[config.mk]
export PLATFORM = sky130hd
export DESIGN_NAME = uart_rx_sipo_flat
export DESIGN_NICKNAME = d
export VERILOG_FILES = /design/src/rtl/uart_rx_sipo_pkg.sv /design/src/rtl/uart_rx_sipo_if.sv /design/src/rtl/uart_rx_sipo_sipo.sv /design/src/rtl/uart_rx_sipo.sv /design/src/flat_wrapper.sv
export SDC_FILE = /design/constraint.sdc
export NUM_CORES = 1
export LEC_CHECK = 0
export ABC_AREA = 1
export BUFFER_PORTS_ARGS = -buffer_cell sky130_fd_sc_hd__buf_2
export CAP_MARGIN = 40
export CELL_PAD_IN_SITES_DETAIL_PLACEMENT = 0
export CELL_PAD_IN_SITES_GLOBAL_PLACEMENT = 1
export CORE_UTILIZATION = 44
export DETAILED_ROUTE_END_ITERATION = 7
export HOLD_SLACK_MARGIN = 0.05
export PLACE_DENSITY_LB_ADDON = 0.08
export SLEW_MARGIN = 5
export SYNTH_ARGS = -nofsm -noshare
export SYNTH_HDL_FRONTEND = slang
export SYNTH_HIERARCHICAL = 1
export SYNTH_SLANG_ARGS = --single-unit
export TNS_END_PERCENT = 50
[constraint.sdc]
create_clock -name clk -period 4 [get_ports clk]
set_input_delay 0 -clock clk [delete_from_list [all_inputs] [get_ports clk]]
set_output_delay 0 -clock clk [all_outputs]
set_load 0.03 [all_outputs]
[src/rtl/uart_rx_sipo_pkg.sv]
// Shared definitions for the UART receive path: FSM state encodings,
// default frame width and a small state-classification helper.
package uart_rx_sipo_pkg;

   // Default number of data bits per frame (no parity, one stop bit)
   localparam int UART_DATA_BITS = 8;

   // Receiver FSM encodings, kept as plain constants so older tools can
   // share them with the transmit side
   localparam logic [2:0] S_IDLE      = 3'd0;
   localparam logic [2:0] S_START     = 3'd1;
   localparam logic [2:0] S_DATA      = 3'd2;
   localparam logic [2:0] S_STOP      = 3'd3;
   localparam logic [2:0] S_WAIT_IDLE = 3'd4;

   // The receiver is busy in every state except IDLE
   function automatic logic state_is_busy(input logic [2:0] state);
      return (state != S_IDLE);
   endfunction

endpackage

[src/rtl/uart_rx_sipo_if.sv]
// Bundle between the serial line, the receiver and the host side.
// master: the receiver (consumes the line, produces bytes and strobes).
// slave : the host/line side (drives the line, consumes bytes and strobes).
interface uart_rx_sipo_if
   import uart_rx_sipo_pkg::*;
#(
   parameter int DATA_BITS = UART_DATA_BITS
);

   logic                 serial_in;
   logic [DATA_BITS-1:0] data_out;
   logic                 data_valid;
   logic                 framing_err;
   logic                 busy;

   modport master (
      input  serial_in,
      output data_out,
      output data_valid,
      output framing_err,
      output busy
   );

   modport slave (
      output serial_in,
      input  data_out,
      input  data_valid,
      input  framing_err,
      input  busy
   );

endinterface

[src/rtl/uart_rx_sipo_sipo.sv]
// Serial-in/parallel-out shifter, the receive-side mirror of piso_8bit.
// Bits enter at the MSB and move toward bit 0, so with LSB-first framing
// the first received bit ends up at bit 0 after WIDTH shifts.
module sipo_8bit
   import uart_rx_sipo_pkg::*;
#(
   parameter int WIDTH = UART_DATA_BITS
) (
   input  logic             clk,
   input  logic             rst,
   input  logic             shift_en,
   input  logic             serial_in,
   output logic [WIDTH-1:0] parallel_out
);

   logic [WIDTH-1:0] shreg_q;
   logic [WIDTH-1:0] shreg_d;

   // Next-state: shift one bit in from the MSB side when enabled
   always_comb begin
      shreg_d = shreg_q;
      if (shift_en) begin
         shreg_d = {serial_in, shreg_q[WIDTH-1:1]};
      end
   end

   // Shift register state with synchronous reset
   always_ff @(posedge clk) begin
      if (rst) begin
         shreg_q <= '0;
      end else begin
         shreg_q <= shreg_d;
      end
   end

   assign parallel_out = shreg_q;

endmodule

[src/rtl/uart_rx_sipo.sv]
// UART receiver: 2-FF line synchronizer, framing FSM with mid-bit
// sampling, bit/clock counters, SIPO shifter and registered host outputs.
// CLKS_PER_BIT is expected to be even and at least 4 so that the mid-bit
// point CLKS_PER_BIT/2-1 is a meaningful count.
module uart_rx_sipo
   import uart_rx_sipo_pkg::*;
#(
   parameter int CLKS_PER_BIT = 16,
   parameter int DATA_BITS    = UART_DATA_BITS
) (
   input  logic           clk,
   input  logic           rst,
   uart_rx_sipo_if.master rx
);

   localparam int CW = $clog2(CLKS_PER_BIT);
   localparam int BW = $clog2(DATA_BITS + 1);

   // Sample points: mid start bit, and one full bit period thereafter
   localparam logic [CW-1:0] CNT_MID  = CW'(CLKS_PER_BIT / 2 - 1);
   localparam logic [CW-1:0] CNT_LAST = CW'(CLKS_PER_BIT - 1);
   localparam logic [BW-1:0] BIT_LAST = BW'(DATA_BITS - 1);

   logic [1:0]           sync_q, sync_d;
   logic [2:0]           state_q, state_d;
   logic [CW-1:0]        cnt_q, cnt_d;
   logic [BW-1:0]        bit_idx_q, bit_idx_d;
   logic [DATA_BITS-1:0] data_q, data_d;
   logic                 valid_q, valid_d;
   logic                 ferr_q, ferr_d;
   logic                 shift_en;
   logic                 rx_s;
   logic [DATA_BITS-1:0] shift_data;

   // Line synchronizer: the raw line enters at bit 0, rx_s leaves at bit 1
   always_comb begin
      sync_d = {sync_q[0], rx.serial_in};
   end

   assign rx_s = sync_q[1];

   // Framing FSM, counters and output register next-state logic
   always_comb begin
      state_d   = state_q;
      cnt_d     = cnt_q;
      bit_idx_d = bit_idx_q;
      data_d    = data_q;
      valid_d   = 1'b0;
      ferr_d    = 1'b0;
      shift_en  = 1'b0;

      case (state_q)
         S_IDLE: begin
            cnt_d = '0;
            if (!rx_s) begin
               state_d = S_START;
            end
         end

         S_START: begin
            if (cnt_q == CNT_MID) begin
               cnt_d     = '0;
               bit_idx_d = '0;
               // A line that is high again at mid-bit was only a glitch
               state_d   = rx_s ? S_IDLE : S_DATA;
            end else begin
               cnt_d = cnt_q + 1'b1;
            end
         end

         S_DATA: begin
            if (cnt_q == CNT_LAST) begin
               cnt_d     = '0;
               shift_en  = 1'b1;
               bit_idx_d = bit_idx_q + 1'b1;
               if (bit_idx_q == BIT_LAST) begin
                  state_d = S_STOP;
               end
            end else begin
               cnt_d = cnt_q + 1'b1;
            end
         end

         S_STOP: begin
            if (cnt_q == CNT_LAST) begin
               cnt_d = '0;
               if (rx_s) begin
                  // Good stop bit: publish the byte; IDLE is re-entered at
                  // the stop-bit midpoint so back-to-back frames are caught
                  data_d  = shift_data;
                  valid_d = 1'b1;
                  state_d = S_IDLE;
               end else begin
                  // Bad stop bit: keep the previous byte and wait for the
                  // line to return high before hunting for a new start
                  ferr_d  = 1'b1;
                  state_d = S_WAIT_IDLE;
               end
            end else begin
               cnt_d = cnt_q + 1'b1;
            end
         end

         S_WAIT_IDLE: begin
            cnt_d = '0;
            if (rx_s) begin
               state_d = S_IDLE;
            end
         end

         default: begin
            state_d = S_IDLE;
            cnt_d   = '0;
         end
      endcase
   end

   // State registers; reset aborts any frame in progress immediately
   always_ff @(posedge clk) begin
      if (rst) begin
         sync_q    <= 2'b11;
         state_q   <= S_IDLE;
         cnt_q     <= '0;
         bit_idx_q <= '0;
         data_q    <= '0;
         valid_q   <= 1'b0;
         ferr_q    <= 1'b0;
      end else begin
         sync_q    <= sync_d;
         state_q   <= state_d;
         cnt_q     <= cnt_d;
         bit_idx_q <= bit_idx_d;
         data_q    <= data_d;
         valid_q   <= valid_d;
         ferr_q    <= ferr_d;
      end
   end

   sipo_8bit #(
      .WIDTH(DATA_BITS)
   ) u_sipo (
      .clk         (clk),
      .rst         (rst),
      .shift_en    (shift_en),
      .serial_in   (rx_s),
      .parallel_out(shift_data)
   );

   assign rx.data_out    = data_q;
   assign rx.data_valid  = valid_q;
   assign rx.framing_err = ferr_q;
   assign rx.busy        = state_is_busy(state_q);

endmodule
[src/flat_wrapper.sv]
// flat-port wrapper written by rule: the top's interface ports become plain ports
module uart_rx_sipo_flat import uart_rx_sipo_pkg::*;
#(
   parameter int CLKS_PER_BIT = 16,
   parameter int DATA_BITS    = UART_DATA_BITS
)
  (clk, rst, rx_serial_in, rx_data_out, rx_data_valid, rx_framing_err, rx_busy);
  uart_rx_sipo_if #(.DATA_BITS(DATA_BITS)) rx_i ();
  input  logic clk;
  input  logic rst;
  input wire logic [$bits(rx_i.serial_in)-1:0] rx_serial_in;
  output wire logic [$bits(rx_i.data_out)-1:0] rx_data_out;
  output wire logic [$bits(rx_i.data_valid)-1:0] rx_data_valid;
  output wire logic [$bits(rx_i.framing_err)-1:0] rx_framing_err;
  output wire logic [$bits(rx_i.busy)-1:0] rx_busy;
  assign rx_i.serial_in = rx_serial_in;
  assign rx_data_out = rx_i.data_out;
  assign rx_data_valid = rx_i.data_valid;
  assign rx_framing_err = rx_i.framing_err;
  assign rx_busy = rx_i.busy;
  uart_rx_sipo #(.CLKS_PER_BIT(CLKS_PER_BIT), .DATA_BITS(DATA_BITS)) u_core (.clk(clk), .rst(rst), .rx(rx_i));
endmodule
# [Yosys cells after proc, flatten, opt, wreduce, memory -nomap -nowiden]
# Cells that the tools add are included.
[word_totals] register_bits=31 input_bits=3
[op_classes] addsub=2 n_eq_ne=13 mux=19 bitwise_logic=2 reduce_logical=8
[ops] cell="$mux 3" count=7
[ops] cell="$mux 4" count=4
[ops] cell="$pmux 4 s2" count=2
[ops] cell="$pmux 3 s5" count=1
[ops] cell="$ne 2x1->1 const B" count=5
[ops] cell="$add 4x1->4 const B" count=2
[ops] cell="$eq 4x3->1 const B" count=2
[ops] cell="$eq 3x2->1 const B" count=2
[ops] cell="$reduce_and 3->1" count=2
[ops] cell="$reduce_and 6->1" count=1
[ops] cell="$eq 4x4->1 const B" count=1
[ops] cell="$mux 1" count=4
[ops] cell="$eq 3x1->1 const B" count=1
[ops] cell="$eq 3x3->1 const B" count=1
[ops] cell="$logic_not 3->1" count=1
[ops] cell="$reduce_bool 3->1" count=1
[ops] cell="$reduce_or 3->1" count=1
[ops] cell="$mux 2" count=1
[ops] cell="$ne 2x2->1 const B" count=1
[ops] cell="$not 1->1" count=2
[ops] cell="$reduce_bool 2->1" count=1
[ops] cell="$reduce_or 2->1" count=1

# [Logic depth before layout (Yosys ltp)]
# Gate-level depths: netlist of run 1.
[logic_depth] ltp_word=4 mapped_depth=9 depth_no_buf=9

# [Hierarchy]
# The synthesis of run 1 kept the hierarchy.
[by_module_without_submodules] mod="uart_rx_sipo" instances=1 cells_each=141 area_each_um2=1019.7 seq_area_each_um2=460.4
[by_module_without_submodules] mod="sipo_8bit" instances=1 cells_each=51 area_each_um2=347.8 seq_area_each_um2=160.2

# [Least setup slack after synthesis of run 1]
# No wires, ideal clock.
[synth_timing] path_type="reg-to-reg" startpoint="register u_core.cnt_q[0]" endpoint="register u_core.u_sipo.shreg_q[4], in the netlist u_core/u_sipo/parallel_out[4]" t_arrival_ps=1151 slack_ps=2735 stages_incl_launch_ff=9 path_buffers=2 synth_period_minus_slack_ps=1265 cell_sequence="dfxtp_1 ha_1 nand3_2 nor2_1 buf_6 buf_6 nand2_2 nand2_1 nor2_2"
[synth_via] elab_chain_cells=3
[synth_lines] item="start: declaration" line_no="uart_rx_sipo.sv:26" text="logic [CW-1:0] cnt_q, cnt_d;"
[synth_lines] item="start signal: assignment" line_no="uart_rx_sipo.sv:131" text="cnt_q <= cnt_d;"
[synth_lines] item="$eq 4x4->1" line_no="uart_rx_sipo.sv:72" text="if (cnt_q == CNT_LAST) begin"
[synth_lines] item="$mux 1" line_no="uart_rx_sipo.sv:72"
[synth_lines] item="$mux 1" line_no="uart_rx_sipo.sv:52" text="case (state_q)"
[synth_lines] item="via u_core.shift_en" line_no="uart_rx_sipo.sv:31" text="logic shift_en;"
[synth_lines] item="end signal: assignment" line_no="uart_rx_sipo_sipo.sv:32" text="shreg_q <= shreg_d;"
[synth_lines] item="end: declaration" line_no="uart_rx_sipo_sipo.sv:16" text="logic [WIDTH-1:0] shreg_q;"
# The timed path passes the listed nets, and every way through them passes these cells.
# A chain may end at the register's enable or synchronous reset.

# [Final worst setup path of run 1]
[layout_timing] startpoint="register u_core.cnt_q[0]" endpoint="register u_core.bit_idx_q[1]"
[layout_via] elab_chain_cells=3 elab_cells_between_ends=5 cone_classes="eq/ne: 4; reduce/logical: 1"
[layout_lines] item="$eq 4x4->1 or $eq 4x3->1 (tied branches)" line_no="uart_rx_sipo.sv:72, uart_rx_sipo.sv:61"
[layout_lines] item="$ne 2x1->1 (no source line)"
[layout_lines] item="$reduce_and 3->1 (no source line) (*)"
[layout_lines] item="end signal: assignment" line_no="uart_rx_sipo.sv:132" text="bit_idx_q <= bit_idx_d;"
[layout_lines] item="end: declaration" line_no="uart_rx_sipo.sv:27" text="logic [BW-1:0] bit_idx_q, bit_idx_d;"
# Every way passes the cells marked *; elsewhere a longest branch is shown, timed or not.

==> run metrics, run 1 <==
outcome=finished clean; Psw=208.8 uW; DR DRC count=0; Rel. slew slack=72.27%; fin. max-slew vios=0; most common cell after layout, fill and taps aside=nor2_1; pwr dens=456.6 nW/um^2; P_int=499.0 uW; first-pass GRT wire length=4567 um; num ports=14; critical path fanouts, max=5; Highest Signal Layer=met4; Max Cap Viol=0; Seq. cell area=620.6 sq um; vias in the first global route=1079; CP Cell Sequence=ha_1, nand2_1, nor2_1, inv_1, nand2_1, nand2_2, o21ai_0, nor2_1; crit path launch=u_core/cnt_q[0]$_SDFF_PP0_; number of cells upsized or downsized after cts=0; CP Data Arrival Time=1740 ps; DR iter-0 viols=43; met3 wire len=125 um; syn avg cell area=7.123 sq um; Unique masters post-synth=24; post-synthesis register bit count=31; leak pwr=0.6952 nW; WL/cell=11.27 um; die area=3335 sq um; multi-input logic area=620.6 sq um; Non-Filler Instances=243; CTS tree=done; layout cells sized above 1=17.92%; CP peak stage delay=370 ps; via count=1174; Initial Util=47.94%; sw frac=29.50%; Synth Net Count=197; die height=57.75 um; TritonRoute pass-1 iters=4; clock sinks=31; total negative slack=0 ps; Synth Instances=192; # diodes=0; detail-routed via count per cell=4.831; most frequent cells in the layout=nor2_1, nand2_1, dfxtp_1; sequential fraction of the synthesis area=45.38%; Max Clk Rate=660.4 MHz; number of buffers and inverters on the critical path=1; global route overflow=0; Ys Warns=6; # port buffers=13; worst skew pair latency=320 ps; Placement Cell Area=1449 sq um; post-route cell area=1550 sq um; post-placement cell count=233; Final Hold Viols=0; core area=2853 sq um; metal2 WL=1177 um; Hold Crit Start=u_core/sync_q[0]$_SDFF_PP1_; worst r2r src=u_core/cnt_q[0]$_SDFF_PP0_; clock tree root buffer cell=clkbuf_4; Critical Path Sink Type=flip-flop; final setup fails=0; Fill cells=297; layout overhead on the synthesized area=13.36%; Max VDD drop=0.2082 mV; Logic pwr share=17.6%; total track usage=18.53%; Slowest-stage cell, CP=dfxtp_1; hold buffer count at cts=3; FP Rows=19; RSZ-0062 raised after global routing=no; Metal-1 WL=1366 um; mapped cell area=1368 sq um; Final ANT Viol Nets=0; Crit path required time=4220 ps; fin nets=217; final period utilization=37.85%; Top delay family on crit path=simple AND/OR/NAND/NOR gates; power share of the sequential group=49.8%; Post-CTS Setup Repair Bufs=0; dpl hpwl=1966 um; clock-pin slew on the worst setup and hold paths=90 ps; Inserted Clock Buffers=5; Die W=57.75 um; Clock Tree Buf Depth=2; CP Class=reg2reg; Slew @ Worst Pin=411.6 ps; crit start category=flip-flop; Worst Hold Class=reg2reg; Total Wirelength=2739 um; Routability Congestion=0.7949; largest net degree at the start of global routing=16; H-tree depth=2; Final Critical Period=1514 ps; Clk pwr share=32.6%; initial antenna violation count=0; skew final=1.027 ps
-- metal layers --
layer  vias up  track usage (%)
li1        629                -
met1       511            25.11
met2        26            26.58
met3         8            4.688
met4         0            11.22
met5         -                0
-- worst register-to-register path, cell delays in order, from the launching register on --
cell	delay, ps
dfxtp_1	370
ha_1	220
nand2_1	80
nor2_1	170
inv_1	60
nand2_1	160
nand2_2	110
o21ai_0	190
nor2_1	60
-- cells by family after synthesis --
| family | Yosys count | synth area share (%) |
|---|---|---|
| simple gates | 112 | 36.14 |
| flops | 31 | 45.38 |
| buf+inv | 29 | 9.240 |
| compound gates | 17 | 6.770 |
| fa+ha+maj | 2 | 1.830 |
| xor+xnor | 1 | 0.6406 |
-- cell usage after synthesis, drive strengths merged --
cell type / n / area, sq um
a21oi: 4 / 20.02
buf: 3 / 26.27
clkbuf: 1 / 3.750
clkinv: 3 / 13.76
dfxtp: 31 / 620.6
ha: 2 / 25.02
inv: 22 / 82.58
nand2: 36 / 145.1
nand3: 9 / 50.05
nand4: 5 / 37.53
nor2: 55 / 224.0
nor3: 5 / 25.02
o21ai: 13 / 72.57
or2: 2 / 12.51
xor2: 1 / 8.760
-- path summary, 6_finish.rpt --
| kind | end | slack [ps] | cells past startpoint |
|---|---|---|---|
| worst min-delay path | u_core/sync_q[1]$_SDFF_PP1_ | 420 | 1 |
| worst max register to register | u_core/bit_idx_q[1]$_SDFFE_PP0P_ | 2490 | 8 |
| worst min register to register | u_core/sync_q[1]$_SDFF_PP1_ | 420 | 1 |
| worst max-delay path | u_core/bit_idx_q[1]$_SDFFE_PP0P_ | 2490 | 8 |
-- through the flow --
| step | util [%] | hold WS [ps] | setup WS [ps] | total power, mW |
|---|---|---|---|---|
| detailed placement | 50.79 | 186.6 | 2535 | 0.4813 |
| floorplan | - | 103.8 | 2735 | 0.4525 |
| finish | 54.34 | 419.8 | 2486 | 0.7078 |
| global placement | 50.53 | 186.8 | 2211 | 0.4789 |
| CTS | 54.34 | 424.5 | 2527 | 0.7147 |
| global route | 54.34 | 443.5 | 2371 | 0.7504 |
-- power groups by stage --
stage	Sequential, mW	Clock [mW]	Combinational [mW]
final	0.353	0.231	0.125
after global routing	0.356	0.252	0.142
after CTS	0.353	0.238	0.124
after detailed placement	0.360	0	0.122
after global placement	0.360	0	0.119
after floorplan	0.353	0	0.0994
-- final cells by class --
type	count	area share (%)
Clock buffer	6	2.663
Clock inverter	1	1.937
Inverter	25	6.215
Multi-Input combinational cell	132	40.03
Sequential cell	31	40.03
Tap cell	31	2.502
Timing Repair Buffer	17	6.618
-- sequential cells by signal, indices dropped and copies added (netlist names) --
name / flops
u_core/rx.data_out: 8
u_core/u_sipo/parallel_out: 8
u_core/state_q: 3
u_core/sync_q: 2
u_core/rx.framing_err: 1
u_core/rx.data_valid: 1
u_core/bit_idx_q: 4
u_core/cnt_q: 4
(Power assumes the default switching activity.)
==> run 2, diff against run 1 <==
CORE_UTILIZATION = 41   (was 44)
clock period = 1.6 ns   (was 4 ns; I/O delays follow)
==> run 2 against run 1 <==
Register-to-register slack worse by 2300 ps. Final cell count grew 6.2%. Die area increased by 7.1%. First-iteration DRC count grew 79%. Clock-buffer cell count unchanged. Design area rose by 2.3%. Clock power rose to 2.8 times the previous value. Core utilization decreased by 3.2 points. Critical path depth is the same. Routed wire length decreased by 1.5%. Critical path type unchanged. Largest cell class unchanged. Largest power group unchanged.
==> run metrics, run 2 (synthesis gave the netlist of run 1 again) <==
crit start category=flip-flop (unchanged); skew final=12.78 ps (was 1.027 ps); most common cell after layout, fill and taps aside=nor2_1 (unchanged); most frequent cells in the layout=nor2_1, nand2_1, dfxtp_1 (unchanged); Critical Path Sink Type=flip-flop (unchanged); clock tree root buffer cell=clkbuf_4 (unchanged); worst r2r src=u_core/cnt_q[0]$_SDFF_PP0_ (unchanged); largest net degree at the start of global routing=17 (was 16); layout overhead on the synthesized area=16.01% (was 13.36%); # diodes=0 (unchanged); total negative slack=0 ps (unchanged); DR iter-0 viols=77 (was 43); die height=59.76 um (was 57.75 um); R2R cell count=8 (unchanged); Inserted Clock Buffers=5 (unchanged); vias in the first global route=979 (was 1079); TritonRoute pass-1 iters=4 (unchanged); Crit path required time=1820 ps (was 4220 ps); layout cells sized above 1=19.63% (was 17.92%); via count=1188 (was 1174); Hold Path End=u_core/sync_q[0]$_SDFF_PP1_ (was u_core/sync_q[1]$_SDFF_PP1_); global route overflow=0 (unchanged); Initial Util=44.07% (was 47.94%); final core occ=51.13% (was 54.34%); Total Wirelength=2697 um (was 2739 um); CTS tree=done (unchanged); core area=3103 sq um (was 2853 sq um); Slew @ Worst Pin=361.1 ps (was 411.6 ps); r2r setup slk=170 ps (was 2490 ps); num ports=14 (unchanged); Routability Congestion=0.7722 (was 0.7949); leak pwr=0.7126 nW (was 0.6952 nW); Final Critical Period=1425 ps (was 1514 ps); FP Rows=20 (was 19); Clock Tree Buf Depth=2 (unchanged); final period utilization=89.09% (was 37.85%); fin. max-slew vios=0 (unchanged); # port buffers=13 (unchanged); Worst Hold Class=in2reg (was reg2reg); WHS=388.3 ps (was 419.8 ps); RSZ-0062 raised after global routing=no (unchanged); CP Data Arrival Time=1650 ps (was 1740 ps); Final Hold Viols=0 (unchanged); dpl hpwl=1935 um (was 1966 um); initial antenna violation count=0 (unchanged); WL/cell=10.45 um (was 11.27 um); H-tree depth=2 (unchanged); Die W=59.76 um (was 57.75 um); Max Clk Rate=701.5 MHz (was 660.4 MHz); cell count of the worst hold path=3 (was 1); final setup fails=0 (unchanged); CP Class=reg2reg (unchanged); die area=3571 sq um (was 3335 sq um); Rel. slew slack=75.67% (was 72.27%); detail-routed via count per cell=4.605 (was 4.831); Max Cap Viol=0 (unchanged); total track usage=16.78% (was 18.53%); clock sinks=31 (unchanged); Critical R2R Capture=u_core/bit_idx_q[0]$_SDFFE_PP0P_ (was u_core/bit_idx_q[1]$_SDFFE_PP0P_); outcome=finished clean (unchanged); Max VDD drop=0.4398 mV (was 0.2082 mV); clock-pin slew on the worst setup and hold paths=100 ps (was 90 ps); first-pass GRT wire length=4319 um (was 4567 um); critical path fanouts, max=5 (unchanged); fin nets=218 (was 217); Final ANT Viol Nets=0 (unchanged); pwr dens=1163 nW/um^2 (was 456.6 nW/um^2); Post-CTS Setup Repair Bufs=0 (unchanged); DR DRC count=0 (unchanged); Hold Crit Start=rx_serial_in (was u_core/sync_q[0]$_SDFF_PP1_); worst skew pair latency=330 ps (was 320 ps)
==> run 2: cell types whose count changed in the layout (fill, tap and decap cells not counted) <==
cell / change
clkbuf_1: -1
clkinv_2: +1
dlygate4sd3_1: -1
o21ai_0: -1
clkbuf_8: +1
o21ai_1: +1
buf_4: +2
==> run 2: per-stage QoR <==
stage | total power, mW | setup WS (ps) | instance area (sq um) | instances
2_1_floorplan | 1.131 | 335.3 | 1368 | 192
3_3_place_gp | 1.207 | 234.0 | 1480 | 248
3_5_place_dp | 1.216 | 182.0 | 1480 | 248
4_1_cts | 1.861 | 163.5 | 1587 | 258
5_1_grt | 1.956 | 4.792 | 1587 | 258
6_report | 1.845 | 174.5 | 1587 | 258
==> run 2: worst max-delay path by stage <==
stage / start / end / depth (start not counted)
2_1_floorplan: u_core/cnt_q[0]$_SDFF_PP0_ / u_core/u_sipo/parallel_out[4]$_SDFFE_PP0P_ / 8
3_3_place_gp: u_core/cnt_q[0]$_SDFF_PP0_ / u_core/rx.data_out[3]$_SDFFE_PP0P_ / 6
3_5_place_dp: u_core/cnt_q[0]$_SDFF_PP0_ / u_core/rx.data_out[7]$_SDFFE_PP0P_ / 6
4_1_cts: u_core/cnt_q[0]$_SDFF_PP0_ / u_core/rx.data_out[7]$_SDFFE_PP0P_ / 6
5_1_grt: u_core/cnt_q[0]$_SDFF_PP0_ / u_core/bit_idx_q[0]$_SDFFE_PP0P_ / 8
6_report: u_core/cnt_q[0]$_SDFF_PP0_ / u_core/bit_idx_q[0]$_SDFFE_PP0P_ / 8
==> run 2: timing repair <==
item | CTS | global route
hold endpoints to repair | 7 | 0
setup endpoints to repair | 0 | 1
resized for setup | 0 | 1
hold buffers | 2 | 0
==> run 2: layout make-up <==
type | instances | area [sq um]
clock buffer | 6 | 51.30
clock inverter | 2 | 35.03
fill | 343 | 1516
inverter | 25 | 96.34
multi-input combinational | 132 | 620.6
sequential | 31 | 620.6
tap | 44 | 55.05
timing repair buffer | 18 | 107.6
==> run 2: routing by layer <==
metal	share of wire (%)	global-route usage, %	vias up
met5	0	0	-
met4	1.8	7.973	0
met3	6.0	6.494	6
met2	39	23.49	36
met1	53	22.38	507
li1	-	-	639
==> run 2: worst max-delay path, cell delays in order, from the launching register on <==
cell and delay (ps):
dfxtp_1 370, ha_1 220, nand2_1 80, nor2_1 130
inv_1 60, nand2_1 140, nand2_2 100, o21ai_0 160
nor2_1 50
==> run 2: where the power goes <==
part	internal, mW	switching, mW	total (mW)
logic	0.116	0.215	0.330
registers	0.819	0.0559	0.875
clock network	0.369	0.270	0.639
